$ cat config.mk
export PLATFORM = sky130hd
export DESIGN_NAME = imem_loader
export DESIGN_NICKNAME = d
export VERILOG_FILES = /design/src/rtl/imem_loader.sv
export SDC_FILE = /design/constraint.sdc
export NUM_CORES = 1
export LEC_CHECK = 0
export ABC_CLOCK_PERIOD_IN_PS = 2680
export BUFFER_PORTS_ARGS = -buffer_cell sky130_fd_sc_hd__clkbuf_2
export CAP_MARGIN = 25
export CORE_ASPECT_RATIO = 0.75
export CORE_MARGIN = 2
export CORE_UTILIZATION = 50
export DETAILED_ROUTE_END_ITERATION = 10
export GPL_ROUTABILITY_DRIVEN = 0
export PLACE_DENSITY = 0.8
export SKIP_LAST_GASP = 1
export SLEW_MARGIN = 5
export SYNTH_ARGS = -nofsm -noshare
export SYNTH_HDL_FRONTEND = slang
export SYNTH_SLANG_ARGS = --single-unit
export TNS_END_PERCENT = 50
$ cat constraint.sdc
create_clock -name clk -period 2.68 [get_ports clk]
set_input_delay 0.67 -clock clk [delete_from_list [all_inputs] [get_ports clk]]
set_output_delay 0.67 -clock clk [all_outputs]
set_load 0.02 [all_outputs]
$ cat src/rtl/imem_loader.sv
// Boot loader: assembles a length-prefixed, XOR-checked byte stream into big-endian
// words, writes them to instruction memory and releases the CPU only after a clean load.
module imem_loader #(
  parameter int ADDR_W = 8
) (
  input  logic        clk,
  input  logic        resetN,
  input  logic        rx_valid,
  input  logic [7:0]  rx_data,
  output logic        rx_ready,
  input  logic        load_req,
  output logic        mem_we,
  output logic [31:0] mem_addr,
  output logic [31:0] mem_wdata,
  output logic        cpu_resetN,
  output logic        done,
  output logic        error
);

  typedef enum logic [2:0] {HDR0, HDR1, DATA, CSUM, RUN, ERR} state_t;

  // Header may legally request exactly the full memory, so compare in 17 bits.
  localparam logic [16:0] CAP = 17'(1) << ADDR_W;

  state_t      state, state_nxt;
  logic [15:0] cnt_n;
  logic [1:0]  byte_cnt;
  logic [16:0] word_idx;
  logic [23:0] asm_q;
  logic [7:0]  csum;
  logic        accept;
  logic [16:0] n_hdr;
  logic        last_word;

  assign rx_ready  = (state != RUN) && (state != ERR);
  assign accept    = rx_valid && rx_ready;
  assign n_hdr     = {1'b0, cnt_n[15:8], rx_data};
  assign last_word = (word_idx + 17'd1) == {1'b0, cnt_n};

  always_ff @(posedge clk or negedge resetN) begin
    if (!resetN) state <= HDR0;
    else         state <= state_nxt;
  end

  always_comb begin
    state_nxt = state;
    case (state)
      HDR0: if (accept) state_nxt = HDR1;
      HDR1: if (accept) begin
        if (n_hdr == 17'd0)   state_nxt = CSUM;
        else if (n_hdr > CAP) state_nxt = ERR;
        else                  state_nxt = DATA;
      end
      DATA: if (accept && byte_cnt == 2'd3 && last_word) state_nxt = CSUM;
      CSUM: if (accept) state_nxt = (rx_data == csum) ? RUN : ERR;
      RUN, ERR: if (load_req) state_nxt = HDR0;
      default: state_nxt = HDR0;
    endcase
  end

  always_ff @(posedge clk or negedge resetN) begin
    if (!resetN) begin
      mem_we     <= 1'b0;
      mem_addr   <= '0;
      mem_wdata  <= '0;
      cpu_resetN <= 1'b0;
      done       <= 1'b0;
      error      <= 1'b0;
      cnt_n      <= '0;
      byte_cnt   <= '0;
      word_idx   <= '0;
      asm_q      <= '0;
      csum       <= '0;
    end else begin
      mem_we     <= 1'b0;
      // Status follows the next state so it lands the cycle after the deciding byte.
      cpu_resetN <= (state_nxt == RUN);
      done       <= (state_nxt == RUN);
      error      <= (state_nxt == ERR);
      case (state)
        HDR0: if (accept) cnt_n[15:8] <= rx_data;
        HDR1: if (accept) cnt_n[7:0] <= rx_data;
        DATA: if (accept) begin
          csum     <= csum ^ rx_data;
          byte_cnt <= byte_cnt + 2'd1;
          asm_q    <= {asm_q[15:0], rx_data};
          if (byte_cnt == 2'd3) begin
            mem_we    <= 1'b1;
            mem_wdata <= {asm_q, rx_data};
            mem_addr  <= {{(30-ADDR_W){1'b0}}, word_idx[ADDR_W-1:0], 2'b00};
            word_idx  <= word_idx + 17'd1;
          end
        end
        RUN, ERR: if (load_req) begin
          cnt_n    <= '0;
          byte_cnt <= '0;
          word_idx <= '0;
          asm_q    <= '0;
          csum     <= '0;
        end
        default: ;
      endcase
    end
  end

endmodule

# ---- Word-level counts from Yosys, hierarchy flattened
# Cells that the tools add are included.
# Widths: inputs -> output; s select.
dict set report totals {
  ff_bits 113
  latch_bits 0
  ramBits 0
  romBits 0
  memories 0
}
dict set report op_classes {
  addsub 2
  mul 0
  div 0
  n_lt_le_gt_ge 1
  n_eq_ne 17
  n_shift 0
  mux 29
  bitwise_logic 1
  reduce_logical 15
}
# op n
set ops {}
lappend ops {{$mux 17} 3}
lappend ops {{$mux 24} 2}
lappend ops {{$pmux 24 s2} 1}
lappend ops {{$pmux 8 s2} 3}
lappend ops {{$pmux 17 s2} 1}
lappend ops {{$mux 8} 3}
lappend ops {{$mux 3} 7}
lappend ops {{$add 17x1->17 const B} 1}
lappend ops {{$eq 17x16->1} 1}
lappend ops {{$logic_not 17->1} 1}
lappend ops {{$gt 16x9->1 const B} 1}
lappend ops {{$mux 16} 1}
lappend ops {{$pmux 3 s5} 1}
lappend ops {{$eq 3x3->1 const B} 4}
lappend ops {{$reduce_and 3->1} 4}
lappend ops {{$ne 2x2->1 const B} 5}
lappend ops {{$eq 8x8->1} 1}
lappend ops {{$xor 8x8->8} 1}
lappend ops {{$eq 3x2->1 const B} 2}
lappend ops {{$ne 3x3->1 const B} 2}
lappend ops {{$reduce_bool 2->1} 3}
lappend ops {{$logic_and 1x1->1} 4}
lappend ops {{$mux 1} 4}
lappend ops {{$mux 2} 2}
lappend ops {{7 further kinds} 7}

# ---- Depth between registers and ports, before layout
# Gate-level depths: netlist of run 1.
dict set report depth {
  ltp_word 8
  depth_mapped 10
}

# ---- Worst setup path before layout of run 1
# No wires, ideal clock.
dict set report synth_timing {
  path_type {register to register}
  startpoint {reg word_idx[0]}
  endpoint {reg state[0]}
  setup_ns 0.124
  t_arrival_ns 1.940
  t_required_ns 2.556
  setup_slack_ns 0.616
  stages_incl_launch_ff 9
  period_less_slack_ns 2.064
  path_cell_list {dfrtp_1 > ha_1 > nand3_1 > buf_2 > o311ai_0 > o311a_1 > a211oi_1 > and4_1 > or2_1}
}
dict set report synth_via {
  elab_chain_cells 5
}
# item line
set synth_rtl {}
lappend synth_rtl {{start: declaration} 28} ;# logic [16:0] word_idx;
lappend synth_rtl {{start signal: assignment} 91} ;# word_idx <= word_idx + 17'd1;
lappend synth_rtl {{$add 17x1->17} 38} ;# assign last_word = (word_idx + 17'd1) == {1'b0, cnt_n};
lappend synth_rtl {{$eq 17x16->1} 38}
lappend synth_rtl {{$logic_and 1x1->1} 54} ;# DATA: if (accept && byte_cnt == 2'd3 && last_word) state_nxt = CSUM;
lappend synth_rtl {{$mux 3} 54}
lappend synth_rtl {{$pmux 3 s5} 47} ;# case (state)
lappend synth_rtl {{via state_nxt[0]} 25} ;# state_t state, state_nxt;
lappend synth_rtl {{end signal: assignment} 42} ;# else state <= state_nxt;
lappend synth_rtl {{end: declaration} 25}
# The timed path passes the listed nets, and every way through them passes these cells.
# A chain may end at the register's enable or synchronous reset.

# ---- Worst setup path after layout of run 1
dict set report layout_timing {
  startpoint {reg word_idx[1]}
  endpoint {reg state[0]}
}
# Same word-level chain as after synthesis.

==> impl_results.html, run 1 <==
<table>
<tr><th>Metric</th><th>Value</th></tr>
<tr><th colspan="2">Synth</th></tr>
<tr><td>Synthesized instance count</td><td>658</td></tr>
<tr><td>Syn avg cell area</td><td>8.51 µm²</td></tr>
<tr><td>Post-synthesis instance area</td><td>5600 µm²</td></tr>
<tr><td>List of most frequent post-synthesis cells</td><td>223 x sky130_fd_sc_hd__nand2_1, 113 x sky130_fd_sc_hd__dfrtp_1, 56 x sky130_fd_sc_hd__o21ai_0</td></tr>
<tr><td>Number of warnings reported in the yosys synthesis log</td><td>0</td></tr>
<tr><td>EDFF count, synth</td><td>0</td></tr>
<tr><td>Async set-or-reset flop fraction in the synthesized netlist</td><td>100%</td></tr>
<tr><td>Count of cell types in the netlist</td><td>54</td></tr>
<tr><td>Cell taking the most area after synthesis</td><td>sky130_fd_sc_hd__dfrtp_1</td></tr>
<tr><td>Share of the yosys chip area belonging to registers</td><td>50.5%</td></tr>
<tr><td>Most frequently used cell type in the post-synthesis netlist</td><td>sky130_fd_sc_hd__nand2_1</td></tr>
<tr><td>Leading register cell type out of synthesis</td><td>sky130_fd_sc_hd__dfrtp_1</td></tr>
<tr><td>Largest cells by area after synthesis</td><td>sky130_fd_sc_hd__dfrtp_1 51%, sky130_fd_sc_hd__nand2_1 15%, sky130_fd_sc_hd__o21ai_0 5.0%, sky130_fd_sc_hd__buf_4 3.8%, sky130_fd_sc_hd__nand3_1 3.5%</td></tr>
<tr><td>Synthesis-stage register bit count</td><td>113</td></tr>
<tr><td>Portion of synthesized cell area occupied by the leading cell type</td><td>50.5%</td></tr>
<tr><th colspan="2">Global routing</th></tr>
<tr><td>Total overflow reported by the global router</td><td>0</td></tr>
<tr><td>Vias in the first global route</td><td>4669</td></tr>
<tr><td>Pin count of the biggest net entering global routing</td><td>69</td></tr>
<tr><td>GRT Util Overall</td><td>25.1%</td></tr>
<tr><td>Global-route wire length before repair</td><td>23500 µm</td></tr>
<tr><td>Antenna violations before repair</td><td>0</td></tr>
<tr><th colspan="2">Final layout</th></tr>
<tr><td>Ant diodes</td><td>0</td></tr>
<tr><td>Share of final-layout standard cells stronger than drive strength 1</td><td>15.1%</td></tr>
<tr><td>Area taken by flip-flops and latches</td><td>2830 µm²</td></tr>
<tr><td>Area Overhead vs Synth</td><td>15.6%</td></tr>
<tr><td>Number of nets in the layout</td><td>710</td></tr>
<tr><td>Area of the multi-input gates</td><td>2420 µm²</td></tr>
<tr><td>Fill cells</td><td>915</td></tr>
<tr><td>Final cell count without fillers</td><td>848</td></tr>
<tr><th colspan="2">Worst setup path</th></tr>
<tr><td>Critical Path RT</td><td>3.02 ns</td></tr>
<tr><td>Crit path max-delay family</td><td>simple AND/OR/NAND/NOR gates</td></tr>
<tr><td>Category of the critical setup timing path</td><td>flop to flop</td></tr>
<tr><td>Master of the slowest instance on the critical path</td><td>sky130_fd_sc_hd__dfrtp_1</td></tr>
<tr><td>Crit path launch type</td><td>flop</td></tr>
<tr><td>Max Fanout on Critical Path</td><td>8</td></tr>
<tr><td>Element type at the critical path end</td><td>flop</td></tr>
<tr><td>Data arrival time of the critical path</td><td>2.85 ns</td></tr>
<tr><td>Crit path buf inv count</td><td>0</td></tr>
<tr><td>Crit path cell chain</td><td>ha_1 -&gt; nand3_1 -&gt; or3_1 -&gt; a2111oi_0 -&gt; and4_1 -&gt; or2_1</td></tr>
<tr><td>Highest cell delay on the worst timing path</td><td>0.47 ns</td></tr>
<tr><th colspan="2">STA</th></tr>
<tr><td>Peak Freq</td><td>400 MHz</td></tr>
<tr><td>Number of failing setup endpoints in the final timing report</td><td>0</td></tr>
<tr><td>Total Negative Setup Slacks</td><td>0 ns</td></tr>
<tr><td>Unrepaired setup endpoints after global routing</td><td>no</td></tr>
<tr><td>Final hold violation count</td><td>0</td></tr>
<tr><td>Final Skew</td><td>0.0118 ns</td></tr>
<tr><td>Max_slew headroom</td><td>63.2%</td></tr>
<tr><td>Final critical-path share of the clock period</td><td>93.4%</td></tr>
<tr><td>Slew @ Worst Pin</td><td>0.552 ns</td></tr>
<tr><td>Minimum period implied by the final worst setup slack</td><td>2.50 ns</td></tr>
<tr><td>Max Transition Viols Final</td><td>0</td></tr>
<tr><td>Crit path setup slack, layout</td><td>0.177 ns</td></tr>
<tr><th colspan="2">Clocking</th></tr>
<tr><td>CTS hold repair buffers</td><td>0</td></tr>
<tr><td>Insertion delay of the later-clocked pin in the worst-skew pair</td><td>0.41 ns</td></tr>
<tr><td>CTS HTree Levels</td><td>4</td></tr>
<tr><td>Clock buffer depth</td><td>2</td></tr>
<tr><td>Clock root buffer</td><td>sky130_fd_sc_hd__clkbuf_16</td></tr>
<tr><td>CTS tree</td><td>yes</td></tr>
<tr><td>Post-cts gate resize count</td><td>0</td></tr>
<tr><td>Post-CTS setup repair buffer count</td><td>0</td></tr>
<tr><td>Clock transition time at the flip-flop clock pins of the worst setup and hold paths</td><td>0.05 ns</td></tr>
<tr><td>Clock sinks</td><td>113</td></tr>
<tr><td>Cts bufs inserted</td><td>17</td></tr>
<tr><th colspan="2">Power</th></tr>
<tr><td>Worst IR Drop VDD</td><td>506 µV</td></tr>
<tr><td>Pwr per Cell Area</td><td>858 nW/µm²</td></tr>
<tr><td>P_leak</td><td>3.30 nW</td></tr>
<tr><th colspan="2">Floorplanning</th></tr>
<tr><td>Area of the die</td><td>12100 µm²</td></tr>
<tr><td>Number of rows in the core area</td><td>33</td></tr>
<tr><td>Count of pins on the block boundary</td><td>81</td></tr>
<tr><td>Initial cell density of the core</td><td>51.3%</td></tr>
<tr><td>CORE AREA</td><td>10900 µm²</td></tr>
<tr><td>Chip height</td><td>95.6 µm</td></tr>
<tr><td>Floorplan die width</td><td>126 µm</td></tr>
<tr><th colspan="2">Place</th></tr>
<tr><td>Placed cell count</td><td>817</td></tr>
<tr><td>Post-detailed-placement half-perimeter wirelength</td><td>9560 µm</td></tr>
<tr><td>Worst slack after detailed placement</td><td>0.228 ns</td></tr>
<tr><td>Count of buffers from port buffering</td><td>56</td></tr>
<tr><th colspan="2">Detailed routing</th></tr>
<tr><td>Residual DRC</td><td>0</td></tr>
<tr><td>Length of routed met2 wiring</td><td>6200 µm</td></tr>
<tr><td>Count of nets left with antenna violations after detail routing</td><td>0</td></tr>
<tr><td>Via count</td><td>4859</td></tr>
<tr><td>Met1 routed wirelength after detailed routing</td><td>6310 µm</td></tr>
<tr><td>Highest metal used</td><td>met4</td></tr>
<tr><td>Final Routed Wirelength</td><td>14200 µm</td></tr>
<tr><td>Violation count after the first detailed-route iteration</td><td>586</td></tr>
<tr><td>First-pass DRT Iterations</td><td>7</td></tr>
<tr><td>Via-per-instance ratio</td><td>5.73</td></tr>
<tr><td>Wirelength per Cell</td><td>16.8 µm</td></tr>
<tr><td>Met3 Wirelength</td><td>1370 µm</td></tr>
<tr><th colspan="2">Worst hold path</th></tr>
<tr><td>Hold/Removal Path Class</td><td>input port to async pin</td></tr>
<tr><th colspan="2">Outcome</th></tr>
<tr><td>Status</td><td>complete, no violations</td></tr>
<tr><th colspan="2">Flow run</th></tr>
<tr><td>Max-cap violations</td><td>0</td></tr>
</table>
registers in the layout, indices dropped and copies added, names as in the netlist:
register	flops
asm_q	24
error	1
csum	8
mem_we	1
done	1
cnt_n	16
byte_cnt	2
mem_wdata	32
word_idx	17
mem_addr	8
state	3
worst paths after layout:
kind	to	from	cells after the start	slack (ns)
max	state[0]	word_idx[1]	6	0.18
min	cnt_n[15]	resetN	1	0.17
max reg2reg	state[0]	word_idx[1]	6	0.18
min reg2reg	mem_wdata[31]	asm_q[23]	2	0.47
max in group asynchronous	mem_wdata[21]	resetN	2	1.83
min in group clk	mem_wdata[31]	asm_q[23]	2	0.47
routing by layer:
| metal | global-route usage, % | vias to the layer above |
|---|---|---|
| met5 | 0 | - |
| met4 | 9.98 | 0 |
| met3 | 6.57 | 36 |
| met2 | 36.6 | 284 |
| met1 | 35.9 | 2321 |
| li1 | - | 2218 |
kinds of logic after synthesis:
logic type                 count (synthesis)  share of synthesized area (%)
AOI/OAI and AO/OA                         97                           10.4
xor gates and xnor gates                  28                           4.38
adders and majority gates                  2                          0.447
buffers and inverters                     82                           7.78
DFF                                      113                           50.5
muxes                                      2                          0.358
other                                      1                         0.0670
and+or+nand+nor                          333                           26.1
power breakdown:
group	internal [mW]	leakage, nW	total (mW)	switching [mW]
Clock	1.59	0.299	2.36	0.769
Sequential	1.93	1.55	2.20	0.270
Combinational	0.376	1.45	0.997	0.621
Total	3.90	3.30	5.56	1.66
cell type report:
class | count | area share (%)
flip-flops and latches | 113 | 43.7
multi-input cells | 486 | 37.4
clock buffers | 21 | 7.11
repair buffers | 69 | 6.07
well taps | 140 | 2.71
clock inverters | 10 | 2.46
inverters | 9 | 0.522
stage by stage:
step                      total power, mW  instance area [µm²]  hold WS (ns)  utilization [%]
after global placement               3.13                 5850         0.459             53.7
after detailed placement             3.18                 5850         0.459             53.7
after global routing                 5.80                 6470         0.194             59.4
final                                5.56                 6470         0.175             59.4
after floorplan                      2.89                 5680         0.374                -
after CTS                            5.56                 6470         0.173             59.4
layout by cell type, fill, tap and decap left out, types with 8 or more instances in the layout:
| cell type | synthesis | layout |
|---|---|---|
| sky130_fd_sc_hd__nand2_1 | 223 | 222 |
| sky130_fd_sc_hd__dfrtp_1 | 113 | 112 |
| sky130_fd_sc_hd__o21ai_0 | 56 | 56 |
| sky130_fd_sc_hd__clkbuf_2 | 0 | 55 |
| sky130_fd_sc_hd__nand3_1 | 39 | 39 |
| sky130_fd_sc_hd__nor2_1 | 26 | 26 |
| sky130_fd_sc_hd__conb_1 | 1 | 24 |
| sky130_fd_sc_hd__clkbuf_16 | 0 | 17 |
| sky130_fd_sc_hd__xnor2_1 | 16 | 16 |
| sky130_fd_sc_hd__buf_4 | 28 | 13 |
| sky130_fd_sc_hd__xor2_1 | 12 | 12 |
| sky130_fd_sc_hd__a21oi_1 | 9 | 9 |
| sky130_fd_sc_hd__inv_1 | 8 | 8 |
Power figures use the tool's default switching activity.
==> inputs of run 2 (changes only) <==
--- a/config.mk
+++ b/config.mk
@@ -5,7 +5,7 @@
 export SDC_FILE = /design/constraint.sdc
 export NUM_CORES = 1
 export LEC_CHECK = 0
-export ABC_CLOCK_PERIOD_IN_PS = 2680
+export ABC_CLOCK_PERIOD_IN_PS = 2600
 export BUFFER_PORTS_ARGS = -buffer_cell sky130_fd_sc_hd__clkbuf_2
 export CAP_MARGIN = 25
 export CORE_ASPECT_RATIO = 0.75
==> constraint.sdc (replaced) <==
create_clock -name clk -period 2.6 [get_ports clk]
set_input_delay 0.65 -clock clk [delete_from_list [all_inputs] [get_ports clk]]
set_output_delay 0.65 -clock clk [all_outputs]
set_load 0.02 [all_outputs]
==> run 2 against run 1 <==
Effect of this change:
- wire length is 0.16% lower
- global-route usage is 0.13 points lower
- sequential share of layout area is 0.18 points lower
- register-to-register slack better by 0.097 ns
- critical endpoint is now error
- via count is 0.64% higher
==> impl_results.html, run 2 (synthesis results as in run 1) <==
<table>
<tr><th>Metric</th><th>Value</th></tr>
<tr><th colspan="2">Clocking</th></tr>
<tr><td>Clock sinks</td><td>113</td></tr>
<tr><td>CTS HTree Levels</td><td>4</td></tr>
<tr><td>CTS hold repair buffers</td><td>0</td></tr>
<tr><td>Clock root buffer</td><td>sky130_fd_sc_hd__clkbuf_16</td></tr>
<tr><td>Post-cts gate resize count</td><td>0</td></tr>
<tr><td>Cts bufs inserted</td><td>17</td></tr>
<tr><td>Clock transition time at the flip-flop clock pins of the worst setup and hold paths</td><td>0.05 ns</td></tr>
<tr><td>Post-CTS setup repair buffer count</td><td>0</td></tr>
<tr><td>Clock buffer depth</td><td>2</td></tr>
<tr><td>Insertion delay of the later-clocked pin in the worst-skew pair</td><td>0.41 ns</td></tr>
<tr><td>CTS tree</td><td>yes</td></tr>
<tr><th colspan="2">Floorplanning</th></tr>
<tr><td>Chip height</td><td>95.6 µm</td></tr>
<tr><td>Area of the die</td><td>12100 µm²</td></tr>
<tr><td>Initial cell density of the core</td><td>51.3%</td></tr>
<tr><td>CORE AREA</td><td>10900 µm²</td></tr>
<tr><td>Floorplan die width</td><td>126 µm</td></tr>
<tr><td>Number of rows in the core area</td><td>33</td></tr>
<tr><td>Count of pins on the block boundary</td><td>81</td></tr>
<tr><th colspan="2">STA</th></tr>
<tr><td>Peak Freq</td><td>430 MHz</td></tr>
<tr><td>Minimum period implied by the final worst setup slack</td><td>2.33 ns</td></tr>
<tr><td>Number of failing setup endpoints in the final timing report</td><td>0</td></tr>
<tr><td>Max_slew headroom</td><td>62.1%</td></tr>
<tr><td>Final Skew</td><td>0.00494 ns</td></tr>
<tr><td>Unrepaired setup endpoints after global routing</td><td>no</td></tr>
<tr><td>Total Negative Setup Slacks</td><td>0 ns</td></tr>
<tr><td>Max Transition Viols Final</td><td>0</td></tr>
<tr><td>Final hold violation count</td><td>0</td></tr>
<tr><td>Slew @ Worst Pin</td><td>0.569 ns</td></tr>
<tr><td>Final critical-path share of the clock period</td><td>89.5%</td></tr>
<tr><th colspan="2">Final layout</th></tr>
<tr><td>Number of nets in the layout</td><td>713</td></tr>
<tr><td>Share of final-layout standard cells stronger than drive strength 1</td><td>15.6%</td></tr>
<tr><td>Ant diodes</td><td>0</td></tr>
<tr><td>Fill cells</td><td>917</td></tr>
<tr><td>Max reg flops</td><td>32</td></tr>
<tr><td>Cell area after layout</td><td>6500 µm²</td></tr>
<tr><td>Area Overhead vs Synth</td><td>16.1%</td></tr>
<tr><td>Leading registers by flop count</td><td>mem_wdata x32, asm_q x24, word_idx x17</td></tr>
<tr><td>Area of the multi-input gates</td><td>2420 µm²</td></tr>
<tr><td>Most frequent standard cell in the layout excluding fill and tap cells</td><td>sky130_fd_sc_hd__nand2_1</td></tr>
<tr><td>Area taken by flip-flops and latches</td><td>2830 µm²</td></tr>
<tr><td>Most frequent cells in the layout</td><td>222 x sky130_fd_sc_hd__nand2_1, 113 x sky130_fd_sc_hd__dfrtp_1, 56 x sky130_fd_sc_hd__o21ai_0, 55 x sky130_fd_sc_hd__clkbuf_2, 39 x sky130_fd_sc_hd__nand3_1</td></tr>
<tr><td>Final cell count without fillers</td><td>852</td></tr>
<tr><td>Biggest register</td><td>mem_wdata</td></tr>
<tr><td>Final Util</td><td>59.6%</td></tr>
<tr><th colspan="2">Power</th></tr>
<tr><td>Worst IR Drop VDD</td><td>598 µV</td></tr>
<tr><td>P_leak</td><td>3.32 nW</td></tr>
<tr><td>Internal power</td><td>3.96 mW</td></tr>
<tr><td>Net switching component of the power</td><td>1.70 mW</td></tr>
<tr><td>Share of total power in sequential cells</td><td>39.9%</td></tr>
<tr><td>Clock power frac</td><td>42.2%</td></tr>
<tr><td>Pwr per Cell Area</td><td>871 nW/µm²</td></tr>
<tr><td>Share of power burned in combinational logic</td><td>17.9%</td></tr>
<tr><td>Share of total power consumed by net switching</td><td>30.0%</td></tr>
<tr><th colspan="2">Global routing</th></tr>
<tr><td>Vias in the first global route</td><td>4488</td></tr>
<tr><td>Antenna violations before repair</td><td>0</td></tr>
<tr><td>Global-route wire length before repair</td><td>23300 µm</td></tr>
<tr><td>Total overflow reported by the global router</td><td>0</td></tr>
<tr><td>GRT Util Overall</td><td>24.9%</td></tr>
<tr><td>Pin count of the biggest net entering global routing</td><td>51</td></tr>
<tr><th colspan="2">Worst setup path</th></tr>
<tr><td>Data arrival time of the critical path</td><td>2.68 ns</td></tr>
<tr><td>Master of the slowest instance on the critical path</td><td>sky130_fd_sc_hd__dfrtp_1</td></tr>
<tr><td>Category of the critical setup timing path</td><td>flop to flop</td></tr>
<tr><td>Element type at the critical path end</td><td>flop</td></tr>
<tr><td>Critical Path RT</td><td>2.95 ns</td></tr>
<tr><td>Highest cell delay on the worst timing path</td><td>0.46 ns</td></tr>
<tr><td>Crit path launch type</td><td>flop</td></tr>
<tr><td>Max Fanout on Critical Path</td><td>8</td></tr>
<tr><td>Crit path cell chain</td><td>ha_1 -&gt; nand3_1 -&gt; or3_1 -&gt; a2111oi_0 -&gt; and4_1 -&gt; o21a_1</td></tr>
<tr><th colspan="2">Detailed routing</th></tr>
<tr><td>First-pass DRT Iterations</td><td>6</td></tr>
<tr><td>Via count</td><td>4890</td></tr>
<tr><td>Final Routed Wirelength</td><td>14200 µm</td></tr>
<tr><td>Via-per-instance ratio</td><td>5.74</td></tr>
<tr><td>Residual DRC</td><td>0</td></tr>
<tr><td>Count of nets left with antenna violations after detail routing</td><td>0</td></tr>
<tr><td>Violation count after the first detailed-route iteration</td><td>489</td></tr>
<tr><td>Wirelength per Cell</td><td>16.6 µm</td></tr>
<tr><th colspan="2">Flow run</th></tr>
<tr><td>Max-cap violations</td><td>0</td></tr>
<tr><th colspan="2">Worst hold path</th></tr>
<tr><td>Hold/Removal Path Class</td><td>input port to async pin</td></tr>
<tr><th colspan="2">Place</th></tr>
<tr><td>Count of buffers from port buffering</td><td>56</td></tr>
<tr><td>Placed cell area</td><td>5870 µm²</td></tr>
<tr><td>Post-detailed-placement half-perimeter wirelength</td><td>9500 µm</td></tr>
<tr><td>Placed cell count</td><td>820</td></tr>
<tr><th colspan="2">Outcome</th></tr>
<tr><td>Status</td><td>complete, no violations</td></tr>
</table>
==> run 2: per-layer routing <==
metal,global-route usage [%],vias to the layer above,share of wire (%),routed length [µm]
li1,-,2229,-,-
met1,36.1,2361,44,6200
met2,35.9,276,44,6220
met3,6.96,24,11,1520
met4,9.25,0,1.7,235
met5,0,-,0,0
==> run 2: through the flow <==
stage / power (mW) / setup WS (ns) / hold slack [ns]
after floorplan: 2.97 / 0.536 / 0.354
final: 5.66 / 0.274 / 0.159
after detailed placement: 3.27 / 0.328 / 0.462
after CTS: 5.66 / 0.313 / 0.155
after global placement: 3.23 / 0.408 / 0.458
after global routing: 5.92 / 0.118 / 0.170
==> run 2: path summary, 6_finish.rpt <==
kind / start / end / slack (ns) / cells past startpoint
min in group clk: asm_q[23] / mem_wdata[31] / 0.47 / 2
hold / removal: resetN / csum[7] / 0.16 / 1
hold reg to reg: asm_q[23] / mem_wdata[31] / 0.47 / 2
setup reg to reg: word_idx[1] / error / 0.27 / 6
setup / recovery: word_idx[1] / error / 0.27 / 6
max in group asynchronous: resetN / cnt_n[12] / 1.79 / 2
==> run 2: layout make-up <==
cell class	instances	share of cell area [%]
multi-input combinational	486	37.3
clock inverter	7	1.48
timing repair buffer	72	6.39
tap	140	2.70
sequential	113	43.5
inverter	9	0.520
clock buffer	25	8.09
==> run 2: power groups by stage <==
| stage | logic, mW | registers, mW | clock network [mW] |
|---|---|---|---|
| floorplan | 0.801 | 2.17 | 0 |
| detailed placement | 0.992 | 2.28 | 0 |
| finish | 1.01 | 2.26 | 2.39 |
| global placement | 0.966 | 2.26 | 0 |
| global route | 1.13 | 2.29 | 2.50 |
| CTS | 1.00 | 2.25 | 2.41 |
==> run 2: critical path: cells and delay by family, from the launching register on <==
kind                       cells  cell delay (ns)
adders and majority gates      1             0.33
DFF                            1             0.46
AOI/OAI and AO/OA              2             0.48
and+or+nand+nor                3             1.00
==> inputs of run 3 (changes only) <==
--- a/config.mk
+++ b/config.mk
@@ -14,6 +14,7 @@
 export DETAILED_ROUTE_END_ITERATION = 10
 export GPL_ROUTABILITY_DRIVEN = 0
 export PLACE_DENSITY = 0.8
+export REMOVE_ABC_BUFFERS = 1
 export SKIP_LAST_GASP = 1
 export SLEW_MARGIN = 5
 export SYNTH_ARGS = -nofsm -noshare
==> run 3 against run 2 <==
Effect of this change:
- utilization is 0.33 points lower
- die area stayed put
- first-iteration DRC count is 9.4% higher
- sequential power hardly changed
==> impl_results.html, run 3 (synthesis results as in run 1) <==
<table>
<tr><th>Metric</th><th>Value</th></tr>
<tr><th colspan="2">Global routing</th></tr>
<tr><td>Pin count of the biggest net entering global routing</td><td>51</td></tr>
<tr><td>Global-route wire length before repair</td><td>22600 µm</td></tr>
<tr><td>Antenna violations before repair</td><td>0</td></tr>
<tr><td>Vias in the first global route</td><td>4531</td></tr>
<tr><td>GRT Util Overall</td><td>24.2%</td></tr>
<tr><td>Total overflow reported by the global router</td><td>0</td></tr>
<tr><th colspan="2">Worst setup path</th></tr>
<tr><td>Slack of the worst reg-to-reg path</td><td>0.17 ns</td></tr>
<tr><td>Crit path launch type</td><td>flop</td></tr>
<tr><td>Element type at the critical path end</td><td>flop</td></tr>
<tr><td>Max Fanout on Critical Path</td><td>7</td></tr>
<tr><td>Category of the critical setup timing path</td><td>flop to flop</td></tr>
<tr><td>Depth of the most critical reg-to-reg path</td><td>7</td></tr>
<tr><td>Critical Path RT</td><td>2.89 ns</td></tr>
<tr><td>Worst flop-to-flop path startpoint</td><td>word_idx[1]</td></tr>
<tr><td>Data arrival time of the critical path</td><td>2.72 ns</td></tr>
<tr><td>Endpoint of the worst-slack reg-to-reg timing path</td><td>state[0]</td></tr>
<tr><td>Beginning of the critical path</td><td>word_idx[1]</td></tr>
<tr><th colspan="2">Floorplanning</th></tr>
<tr><td>Count of pins on the block boundary</td><td>81</td></tr>
<tr><td>CORE AREA</td><td>10900 µm²</td></tr>
<tr><td>Initial cell density of the core</td><td>51.3%</td></tr>
<tr><td>Floorplan die width</td><td>126 µm</td></tr>
<tr><td>Number of rows in the core area</td><td>33</td></tr>
<tr><td>Chip height</td><td>95.6 µm</td></tr>
<tr><td>Area of the die</td><td>12100 µm²</td></tr>
<tr><th colspan="2">Power</th></tr>
<tr><td>Net switching component of the power</td><td>1.69 mW</td></tr>
<tr><td>Worst IR Drop VDD</td><td>602 µV</td></tr>
<tr><td>Share of total power in sequential cells</td><td>40.1%</td></tr>
<tr><td>P_leak</td><td>3.30 nW</td></tr>
<tr><td>Pwr per Cell Area</td><td>871 nW/µm²</td></tr>
<tr><td>Share of total power consumed by net switching</td><td>30.0%</td></tr>
<tr><td>Share of power burned in combinational logic</td><td>18.6%</td></tr>
<tr><td>Internal power</td><td>3.94 mW</td></tr>
<tr><td>Clock power frac</td><td>41.2%</td></tr>
<tr><th colspan="2">Final layout</th></tr>
<tr><td>Area Overhead vs Synth</td><td>15.4%</td></tr>
<tr><td>Max reg flops</td><td>32</td></tr>
<tr><td>Cell area after layout</td><td>6460 µm²</td></tr>
<tr><td>Area taken by flip-flops and latches</td><td>2830 µm²</td></tr>
<tr><td>Most frequent cells in the layout</td><td>222 x sky130_fd_sc_hd__nand2_1, 112 x sky130_fd_sc_hd__dfrtp_1, 56 x sky130_fd_sc_hd__o21ai_0, 55 x sky130_fd_sc_hd__clkbuf_2, 39 x sky130_fd_sc_hd__nand3_1</td></tr>
<tr><td>Number of nets in the layout</td><td>711</td></tr>
<tr><td>Final cell count without fillers</td><td>850</td></tr>
<tr><td>Fill cells</td><td>936</td></tr>
<tr><td>Most frequent standard cell in the layout excluding fill and tap cells</td><td>sky130_fd_sc_hd__nand2_1</td></tr>
<tr><td>Ant diodes</td><td>0</td></tr>
<tr><td>Share of final-layout standard cells stronger than drive strength 1</td><td>15.1%</td></tr>
<tr><td>Leading registers by flop count</td><td>mem_wdata x32, asm_q x24, word_idx x17</td></tr>
<tr><td>Biggest register</td><td>mem_wdata</td></tr>
<tr><td>Area of the multi-input gates</td><td>2420 µm²</td></tr>
<tr><th colspan="2">Detailed routing</th></tr>
<tr><td>Met3 Wirelength</td><td>1150 µm</td></tr>
<tr><td>Via count</td><td>4815</td></tr>
<tr><td>Count of nets left with antenna violations after detail routing</td><td>0</td></tr>
<tr><td>First-pass DRT Iterations</td><td>6</td></tr>
<tr><td>Highest metal used</td><td>met4</td></tr>
<tr><td>Violation count after the first detailed-route iteration</td><td>535</td></tr>
<tr><td>Via-per-instance ratio</td><td>5.66</td></tr>
<tr><td>Final Routed Wirelength</td><td>13900 µm</td></tr>
<tr><td>Length of routed met2 wiring</td><td>6000 µm</td></tr>
<tr><td>Residual DRC</td><td>0</td></tr>
<tr><td>Met1 routed wirelength after detailed routing</td><td>6270 µm</td></tr>
<tr><td>Wirelength per Cell</td><td>16.3 µm</td></tr>
<tr><th colspan="2">Place</th></tr>
<tr><td>Count of buffers from port buffering</td><td>56</td></tr>
<tr><td>Worst slack after detailed placement</td><td>0.240 ns</td></tr>
<tr><td>Placed cell area</td><td>5860 µm²</td></tr>
<tr><td>Post-detailed-placement half-perimeter wirelength</td><td>9180 µm</td></tr>
<tr><td>Placed cell count</td><td>818</td></tr>
<tr><th colspan="2">Clocking</th></tr>
<tr><td>Insertion delay of the later-clocked pin in the worst-skew pair</td><td>0.41 ns</td></tr>
<tr><td>CTS HTree Levels</td><td>4</td></tr>
<tr><td>Clock root buffer</td><td>sky130_fd_sc_hd__clkbuf_16</td></tr>
<tr><td>CTS hold repair buffers</td><td>0</td></tr>
<tr><td>Post-CTS setup repair buffer count</td><td>0</td></tr>
<tr><td>Clock transition time at the flip-flop clock pins of the worst setup and hold paths</td><td>0.05 ns</td></tr>
<tr><td>Clock sinks</td><td>113</td></tr>
<tr><td>Cts bufs inserted</td><td>17</td></tr>
<tr><td>Clock buffer depth</td><td>2</td></tr>
<tr><td>CTS tree</td><td>yes</td></tr>
<tr><th colspan="2">Worst hold path</th></tr>
<tr><td>Hold/Removal Path Class</td><td>input port to async pin</td></tr>
<tr><th colspan="2">STA</th></tr>
<tr><td>Max Transition Viols Final</td><td>0</td></tr>
<tr><td>Total Negative Setup Slacks</td><td>0 ns</td></tr>
<tr><td>Final Skew</td><td>0.0101 ns</td></tr>
<tr><td>Minimum period implied by the final worst setup slack</td><td>2.43 ns</td></tr>
<tr><td>Slew @ Worst Pin</td><td>0.557 ns</td></tr>
<tr><td>Number of failing setup endpoints in the final timing report</td><td>0</td></tr>
<tr><td>Crit path setup slack, layout</td><td>0.171 ns</td></tr>
<tr><td>Final hold violation count</td><td>0</td></tr>
<tr><td>Peak Freq</td><td>412 MHz</td></tr>
<tr><td>Final critical-path share of the clock period</td><td>93.4%</td></tr>
<tr><td>Max_slew headroom</td><td>62.9%</td></tr>
<tr><td>Unrepaired setup endpoints after global routing</td><td>no</td></tr>
<tr><th colspan="2">Outcome</th></tr>
<tr><td>Status</td><td>complete, no violations</td></tr>
<tr><th colspan="2">Flow run</th></tr>
<tr><td>Max-cap violations</td><td>0</td></tr>
</table>
## run 3: cell count changes in the layout (fill, tap and decap cells not counted), sizes merged
cell      before  now
buf           17   15
clkbuf        80   83
clkinvlp       3    0
## run 3: critical path, cell delays in order, from the launching register on
cell	delay, ns
sky130_fd_sc_hd__dfrtp_1	0.48
sky130_fd_sc_hd__ha_2	0.32
sky130_fd_sc_hd__nand4_1	0.21
sky130_fd_sc_hd__or3_1	0.43
sky130_fd_sc_hd__a311oi_1	0.32
sky130_fd_sc_hd__a2111oi_0	0.13
sky130_fd_sc_hd__and4_1	0.21
sky130_fd_sc_hd__or2_1	0.22
## run 3: power groups by stage
stage | Combinational, mW | Clock (mW) | Sequential [mW]
after detailed placement | 1.02 | 0 | 2.27
final | 1.05 | 2.32 | 2.26
after global routing | 1.16 | 2.44 | 2.28
after CTS | 1.04 | 2.35 | 2.25
after floorplan | 0.675 | 0 | 2.21
after global placement | 0.963 | 0 | 2.26
## run 3: layout make-up
type                            count  share of cell area, %
Multi-Input combinational cell    486                   37.5
Clock inverter                      4                   1.08
Timing Repair Buffer               70                   6.20
Inverter                            9                  0.523
Sequential cell                   113                   43.8
Clock buffer                       28                   8.15
Tap cell                          140                   2.71
## run 3: timing repair
item | 4_1_cts | 5_1_grt
gates resized for setup | 0 | 2
endpoints found under the setup margin | 0 | 2
endpoints found under the hold margin | 0 | 0
## run 3: worst max-delay path by stage
stage / slack [ns] / to
finish: 0.17 / state[0]
global placement: 0.42 / error
detailed placement: 0.24 / error
global route: 0.07 / state[0]
floorplan: -1.28 / error
CTS: 0.11 / state[0]
## run 3: metrics by stage
step / hold WS, ns / power, mW / utilization, %
finish: 0.164 / 5.62 / 59.3
global route: 0.178 / 5.88 / 59.3
global placement: 0.457 / 3.23 / 53.8
detailed placement: 0.458 / 3.29 / 53.8
CTS: 0.165 / 5.63 / 59.2
floorplan: 0.354 / 2.89 / -
## run 3: per-layer routing
layer | GRT usage, % | vias to the layer above
li1 | - | 2212
met1 | 33.2 | 2288
met2 | 36.6 | 277
met3 | 5.89 | 38
met4 | 11.4 | 0
met5 | 0 | -
